$ cat src/rtl/scurve_usb_arbiter.sv
// Round-robin packet-framing arbiter from two 16-bit source FIFOs into the USB data FIFO.
// Bursts are framed as {HDR_TAG[15:1], src}, data words, then {4'hF, word_count}.
module scurve_usb_arbiter #(
   parameter int unsigned BURST_MAX = 256,
   parameter logic [15:0] HDR_TAG   = 16'hA5A0
) (
   input  logic        clk,
   input  logic        rst,
   input  logic [1:0]  src_enable,
   input  logic        src0_fifo_empty,
   input  logic        src1_fifo_empty,
   input  logic [15:0] src0_fifo_dout,
   input  logic [15:0] src1_fifo_dout,
   output logic        src0_fifo_rd_en,
   output logic        src1_fifo_rd_en,
   input  logic        usb_data_fifo_full,
   output logic        usb_data_fifo_wr_en,
   output logic [15:0] usb_data_fifo_wr_din,
   output logic [1:0]  grant,
   output logic        busy,
   output logic        packet_done
);

   typedef enum logic [1:0] {
      IDLE    = 2'd0,
      HEADER  = 2'd1,
      READ    = 2'd2,
      TRAILER = 2'd3
   } state_t;

   localparam logic [11:0] BURST_LIM = 12'(BURST_MAX);

   state_t      state;
   logic        cur_src;
   logic        last_grant;
   logic [11:0] issued;
   logic [11:0] written;
   logic        stopped;
   logic        in_flight;
   logic        skid_valid;
   logic [15:0] skid_data;

   logic [1:0]  req;
   logic        pick;
   logic        cur_empty;
   logic [15:0] cur_dout;
   logic        issue_ctx;
   logic        issue;
   logic        stop_now;
   logic        read_done;
   logic        hdr_wr;
   logic        data_wr;
   logic        trl_wr;
   logic        skid_load;
   logic        skid_drain;

   assign req  = src_enable & ~{src1_fifo_empty, src0_fifo_empty};
   // Single requester wins outright; on a tie the source that did not go last wins.
   assign pick = req[1] & (~req[0] | ~last_grant);

   assign cur_empty = cur_src ? src1_fifo_empty : src0_fifo_empty;
   assign cur_dout  = cur_src ? src1_fifo_dout  : src0_fifo_dout;

   assign issue_ctx = (state == READ) & ~usb_data_fifo_full & ~skid_valid & ~stopped;
   assign issue     = issue_ctx & ~cur_empty & (issued != BURST_LIM);
   assign stop_now  = issue_ctx & (cur_empty | (issued == BURST_LIM));

   // The last returned word may still be written in the same cycle we decide to leave READ.
   assign read_done = (stopped | stop_now) & ~skid_valid & (~in_flight | ~usb_data_fifo_full);

   assign hdr_wr     = (state == HEADER)  & ~usb_data_fifo_full;
   assign data_wr    = (state == READ)    & ~usb_data_fifo_full & (skid_valid | in_flight);
   assign trl_wr     = (state == TRAILER) & ~usb_data_fifo_full;
   assign skid_load  = (state == READ)    &  usb_data_fifo_full & in_flight;
   assign skid_drain = skid_valid & ~usb_data_fifo_full;

   assign src0_fifo_rd_en     = issue & ~cur_src;
   assign src1_fifo_rd_en     = issue &  cur_src;
   assign usb_data_fifo_wr_en = hdr_wr | data_wr | trl_wr;
   assign packet_done         = trl_wr;

   always_comb begin
      // NOTE: every combinational output gets a default first so no path infers a latch.
      usb_data_fifo_wr_din = 16'h0000;
      case (state)
         HEADER:  usb_data_fifo_wr_din = {HDR_TAG[15:1], cur_src};
         READ:    if (data_wr) usb_data_fifo_wr_din = skid_valid ? skid_data : cur_dout;
         TRAILER: usb_data_fifo_wr_din = {4'hF, written};
         default: usb_data_fifo_wr_din = 16'h0000;
      endcase
   end

   always_ff @(posedge clk) begin
      if (rst) begin
         state      <= IDLE;
         grant      <= 2'b00;
         busy       <= 1'b0;
         cur_src    <= 1'b0;
         last_grant <= 1'b1;
         issued     <= 12'd0;
         written    <= 12'd0;
         stopped    <= 1'b0;
         in_flight  <= 1'b0;
         skid_valid <= 1'b0;
      end else begin
         // NOTE: sequential state uses non-blocking assignments only; later ones override earlier.
         in_flight <= issue;
         if (issue)    issued  <= issued + 12'd1;
         if (data_wr)  written <= written + 12'd1;
         if (stop_now) stopped <= 1'b1;
         if (skid_load)       skid_valid <= 1'b1;
         else if (skid_drain) skid_valid <= 1'b0;

         case (state)
            IDLE: begin
               if (|req) begin
                  cur_src <= pick;
                  grant   <= pick ? 2'b10 : 2'b01;
                  busy    <= 1'b1;
                  issued  <= 12'd0;
                  written <= 12'd0;
                  stopped <= 1'b0;
                  state   <= HEADER;
               end
            end
            HEADER: begin
               if (hdr_wr) state <= READ;
            end
            READ: begin
               if (read_done) state <= TRAILER;
            end
            TRAILER: begin
               if (trl_wr) begin
                  last_grant <= cur_src;
                  grant      <= 2'b00;
                  busy       <= 1'b0;
                  state      <= IDLE;
               end
            end
            default: state <= IDLE;
         endcase
      end
   end

   // NOTE: pure data register, qualified by skid_valid, so it carries no reset.
   always_ff @(posedge clk) begin
      if (skid_load) skid_data <= cur_dout;
   end

endmodule

$ cat config.mk
export PLATFORM = sky130hd
export DESIGN_NAME = scurve_usb_arbiter
export DESIGN_NICKNAME = d
export VERILOG_FILES = /design/src/rtl/scurve_usb_arbiter.sv
export SDC_FILE = /design/constraint.sdc
export NUM_CORES = 1
export LEC_CHECK = 0
export BUFFER_PORTS_ARGS = -buffer_cell sky130_fd_sc_hd__buf_2
export CORE_MARGIN = 10
export CORE_UTILIZATION = 45
export CTS_BUF_LIST = sky130_fd_sc_hd__clkbuf_4 sky130_fd_sc_hd__clkbuf_8
export CTS_CLUSTER_DIAMETER = 30
export DETAILED_ROUTE_END_ITERATION = 16
export GPL_ROUTABILITY_DRIVEN = 0
export PLACE_DENSITY = 0.64
export SLEW_MARGIN = 20
export SYNTH_ARGS = -nofsm -noshare
export SYNTH_HDL_FRONTEND = slang
export SYNTH_SLANG_ARGS = --single-unit
$ cat constraint.sdc
create_clock -name clk -period 5.9 [get_ports clk]
set_input_delay 0.295 -clock clk [delete_from_list [all_inputs] [get_ports clk]]
set_output_delay 0.295 -clock clk [all_outputs]
set_load 0.02 [all_outputs]
; Word level (Yosys, flattened, before mapping)
; Index checks and enable logic that the tools add are counted.
[classes]
n_addsub = 2
eq_ne = 9
muxes = 27
n_bitwise = 34
n_reduce_logical = 8
[op_table]
columns = cell, count
row1 = 2-to-1 mux 12 bit, 6
row2 = 2-to-1 mux 16 bit, 3
row3 = one-hot mux 16 bit (3 select lines), 1
row4 = adder 12 x 1 -> 12 bit (second input constant), 2
row5 = bitwise AND 1 bit, 17
row6 = == test 12 x 9 -> 1 bit (second input constant), 1
row7 = 2-to-1 mux 2 bit, 6
row8 = != test 12 x 9 -> 1 bit (second input constant), 1
row9 = 2-to-1 mux 1 bit, 8
row10 = != test 2 bit (second input constant), 4
row11 = NOT 1 bit, 8
row12 = one-hot mux 2 bit (4 select lines), 1
row13 = OR 1 bit, 7
row14 = == test 2 bit (second input constant), 2
row15 = one-hot mux 2 bit (2 select lines), 1
row16 = AND reduction 2 bit, 2
row17 = AND reduction 4 bit, 1
row18 = nonzero test 2 bit, 2
row19 = AND reduction 3 bit, 1
row20 = bitwise AND 2 bit, 1
row21 = == test 2 x 1 -> 1 bit (second input constant), 1
row22 = logical NOT 2 bit, 1
row23 = NOT 2 bit, 1
row24 = one-hot mux 1 bit (2 select lines), 1
row25 = OR reduction 2 bit, 1
[word_totals]
ff_bits = 50
input_bits = 39
output_inout_bits = 23
elab_cells = 91

; Longest topological paths before layout
[depth]
depth_word = 10
ltp_mapped = 8
depth_no_buf = 7

; Worst setup path after synthesis
; OpenSTA, ideal clock, no wires.
[synth_path]
kind = register -> output
start = register state[1]
end = output port usb_data_fifo_wr_din[5]
arrival_time_ps = 1894
path_slack_ps = 3711
stages_incl_launch_ff = 7
n_path_buf = 1
cell_sequence = dfxtp_1 > ha_1 > nor2b_1 > and2_0 > buf_1 > o211ai_1 > a31oi_1
[synth_between]
elab_chain_cells = 5
[synth_lines]
columns = item, line_no
row1 = from (decl), 33  ; state_t state;
row2 = from (signal assigned), 95  ; state <= IDLE;
row3 = from (signal assigned), 123  ; state <= HEADER;
row4 = from (signal assigned), 127  ; if (hdr_wr) state <= READ;
row5 = == test 2 bit, "72, 85"
row6 = bitwise AND 1 bit (2 in a row), 72  ; assign data_wr = (state == READ) & ~usb_data_fifo_full & (skid_valid | in_flight);
row7 = 2-to-1 mux 16 bit, 87  ; READ: if (data_wr) usb_data_fifo_wr_din = skid_valid ? skid_data : cur_dout;
row8 = one-hot mux 16 bit (3 select lines) *, 85  ; case (state)
row9 = to (decl), 18  ; output logic [15:0] usb_data_fifo_wr_din,
; Every way passes the cells marked *; elsewhere a longest branch is shown, timed or not.

; Final worst setup path
[layout_path]
start = register state[1]
end = output port usb_data_fifo_wr_din[10]
; The elaborated chain is that of the path after synthesis.

==> results.cfg <==
[power]
seq_power_share_pct = 43.7
power.leakage_nw = 1.17
clockPowerShare_pct = 21.3
p_int_mw = 0.573
switchingPower_mw = 0.328
pwr_density_cell_nw_per_um2 = 284
swShare_pct = 36.4
pwr-share-comb_pct = 35.0
ir_worst_vdd_mv = 0.251

[timing]
tightest_slew_ns = 0.961
fin_tns_setup_ns = 0
drv_slew = 0
hold_slack_ns = 0.299
fmax_ghz = 0.351
setup_viol_count_final = 0
slew_headroom_pct = 35.8
timing.final.crit_share_pct = 48.4
skew_ns = 0.00800
final.min_clock_period_ns = 2.85
rsz0062_at_grt = false
finalHoldViolCount = 0

[detailed_routing]
first_pass_iters = 4
drc = 0
drt_iter0_markers = 150
postRouteAntennaNets = 0
via_count = 2353
drt-vias-per-instance = 5.48
totalWireLength_mm = 6.69
wl_per_cell_um = 15.6

[clock_tree]
numCtsBuffers = 5
cts_tree = done
clk_pin_slew_ns = 0.08
clockBufferDepth = 2
cts_setup_buffers = 0
cts_resized = 0
cts_root_buf = clkbuf_8
clkSinkCount = 50
holdBufCountCts = 0
clkLatencyLatePin_ns = 0.30
htree_levels = 2

[layout]
fill_cells = 558
diodes = 0
final_common_cell = buf_2
drive_gt1_share_pct = 25.4
area_delta_synth_final_pct = 15.5
layout.nets = 400
layout_common_cells = buf_2, dfxtp_1, nor2_1

[yosys]
postSynthCellCount = 301
syn-num-nets = 348
synth_cell_types = 41
ys_seq_elements = 50
synthAdderAreaFrac_pct = 3.64
synthSimpleGateAreaFrac_pct = 23.9
synth_xor_area_share_pct = 5.74
synth_seq_area_share_pct = 42.3
yosys_warnings = 0
synth.area.mux_share_pct = 7.33
synth_top_family_by_area = simple AND/OR/NAND/NOR gates
synth_compound_area_share_pct = 13.7
synth.avg_cell_area_um2 = 9.12
synth_area_um2 = 2750

[global_route]
grt_pass1_vias = 2325
grt_usage_pct = 13.8
antenna_found_initial = 0
grt_max_degree = 37
grt_pass1_wl_mm = 11.3
grt-ovfl-total = 0

[worst_setup_path]
endpoint = usb_data_fifo_wr_din[10]
r2r_end = state[1]$_SDFFE_PP0P_
r2r_start = cur_src$_SDFFE_PP0P_
crit_type = reg2out
cp-start-kind = register
arrival_ns = 2.56
reg2regPathDepth = 5
end_kind = output pin
crit_required_ns = 5.61
path_max_fanout = 22
rrSetupSlack_ns = 3.61
crit_start = state[1]$_SDFFE_PP0P_

[hold_path]
hp-class = in2reg

[placed_design]
place_hpwl_mm = 5.00
io_buffers = 61

[die]
io-pin-count = 62
core.rowCount = 28
start_util_pct = 46.4
die_x_um = 98.1
die_area_um2 = 9630
core_um2 = 5920
die_h_um = 98.1

[status]
outcome = complete, no violations

[run]
drv_cap = 0
## per-stage QoR
step | utilization (%) | instance area [um^2] | setup WS (ns) | power [mW] | std cells
after global placement | 52.1 | 3090 | 3.17 | 0.717 | 421
after floorplan | - | 2750 | 3.71 | 0.619 | 301
after global routing | 53.6 | 3170 | 2.80 | 0.959 | 429
after detailed placement | 52.1 | 3090 | 3.13 | 0.719 | 421
after CTS | 53.6 | 3170 | 2.78 | 0.910 | 429
final | 53.6 | 3170 | 3.05 | 0.901 | 429
## synthesized netlist by cell type
| master | instances | share of area (%) |
|---|---|---|
| ha_1 | 8 | 3.6 |
| clkbuf_1 | 11 | 1.5 |
| and3b_1 | 1 | 0.32 |
| xnor2_1 | 4 | 1.3 |
| and2_0 | 1 | 0.23 |
| buf_1 | 4 | 0.55 |
| or3_1 | 5 | 1.1 |
| mux2_2 | 17 | 7.0 |
| or2_2 | 1 | 0.23 |
| o211ai_1 | 17 | 4.6 |
| nor4_4 | 1 | 0.77 |
| buf_2 | 2 | 0.36 |
| mux2i_1 | 1 | 0.36 |
| o21bai_1 | 1 | 0.27 |
| a211oi_1 | 1 | 0.27 |
| xor2_1 | 14 | 4.5 |
| nor3_1 | 3 | 0.55 |
| a22oi_1 | 1 | 0.27 |
| nor4_1 | 1 | 0.23 |
| inv_1 | 7 | 0.96 |
| o21ai_0 | 8 | 1.5 |
| nand4_1 | 8 | 1.8 |
| or4b_4 | 1 | 0.50 |
| and4_1 | 3 | 0.96 |
| nor2b_1 | 5 | 1.1 |
| nand2_1 | 21 | 2.9 |
| a31oi_1 | 4 | 0.91 |
| nand3_1 | 13 | 2.4 |
| nor3b_1 | 1 | 0.27 |
| nor4b_1 | 2 | 0.64 |
| a311o_1 | 1 | 0.36 |
| a2bb2oi_1 | 1 | 0.32 |
| a21oi_1 | 25 | 4.6 |
| nor2_1 | 29 | 4.0 |
| nand2b_1 | 19 | 4.3 |
| and3_1 | 6 | 1.4 |
| a211o_1 | 1 | 0.32 |
| nor2_2 | 1 | 0.23 |
| edfxtp_1 | 16 | 17 |
| dfxtp_1 | 34 | 25 |
| o31a_1 | 1 | 0.32 |
## cell type report
class	count	area, um^2	area share (%)
clock buffer	6	76.3	2.41
clock inverter	2	8.76	0.276
inverter	7	26.3	0.828
multi-input combinational	227	1490	47.1
sequential	50	1160	36.6
tap	75	93.8	2.96
timing repair buffer	62	313	9.86
## logic make-up (layout without fill, tap and decap cells)
group | count (synthesis) | after routing
AOI/OAI and AO/OA | 61 | 61
xor gates and xnor gates | 18 | 18
adders and majority gates | 8 | 8
buffers and inverters | 24 | 77
DFF | 50 | 50
muxes | 18 | 18
and+or+nand+nor | 122 | 122
## power by group through the flow
| stage | combinational (mW) | clock, mW | sequential (mW) |
|---|---|---|---|
| after floorplan | 0.223 | 0 | 0.397 |
| after global placement | 0.316 | 0 | 0.401 |
| after detailed placement | 0.318 | 0 | 0.402 |
| after CTS | 0.319 | 0.197 | 0.394 |
| after global routing | 0.347 | 0.214 | 0.398 |
| final | 0.315 | 0.191 | 0.394 |
## worst max-delay path: stages (launching register included)
cell      delay [ns]
dfxtp_1         0.47
ha_1            0.29
nor2b_1         0.21
and2_1          0.68
o211ai_1        0.19
a31oi_1         0.23
buf_2           0.19
## metal layers
metal,vias up,track usage (%),part of all wire [%],wire length (um)
met3,5,4.09,5.3,356
li1,1183,-,-,-
met5,-,0,0,0
met2,51,22.4,46,3090
met1,1114,17.4,48,3180
met4,0,3.36,0.94,63
## sequential cells by signal, summed over array words and instances (netlist names)
signal / cells
skid_data: 16
issued: 12
written: 12
grant: 2
state: 2
busy: 1
cur_src: 1
in_flight: 1
last_grant: 1
skid_valid: 1
stopped: 1
## how the worst min path moves through the flow
stage	from	end	slack, ns	cells past startpoint
2_1_floorplan	issued[1]$_SDFF_PP0_	issued[1]$_SDFF_PP0_	0.45	2
3_3_place_gp	grant[0]$_SDFFE_PP0P_	grant[0]$_SDFFE_PP0P_	0.44	2
3_5_place_dp	grant[0]$_SDFFE_PP0P_	grant[0]$_SDFFE_PP0P_	0.45	2
4_1_cts	rst	in_flight$_SDFF_PP0_	0.30	2
5_1_grt	rst	skid_valid$_SDFFE_PP0P_	0.31	2
6_report	rst	grant[0]$_SDFFE_PP0P_	0.30	2
Note: power is estimated with default switching activity, not from simulation.
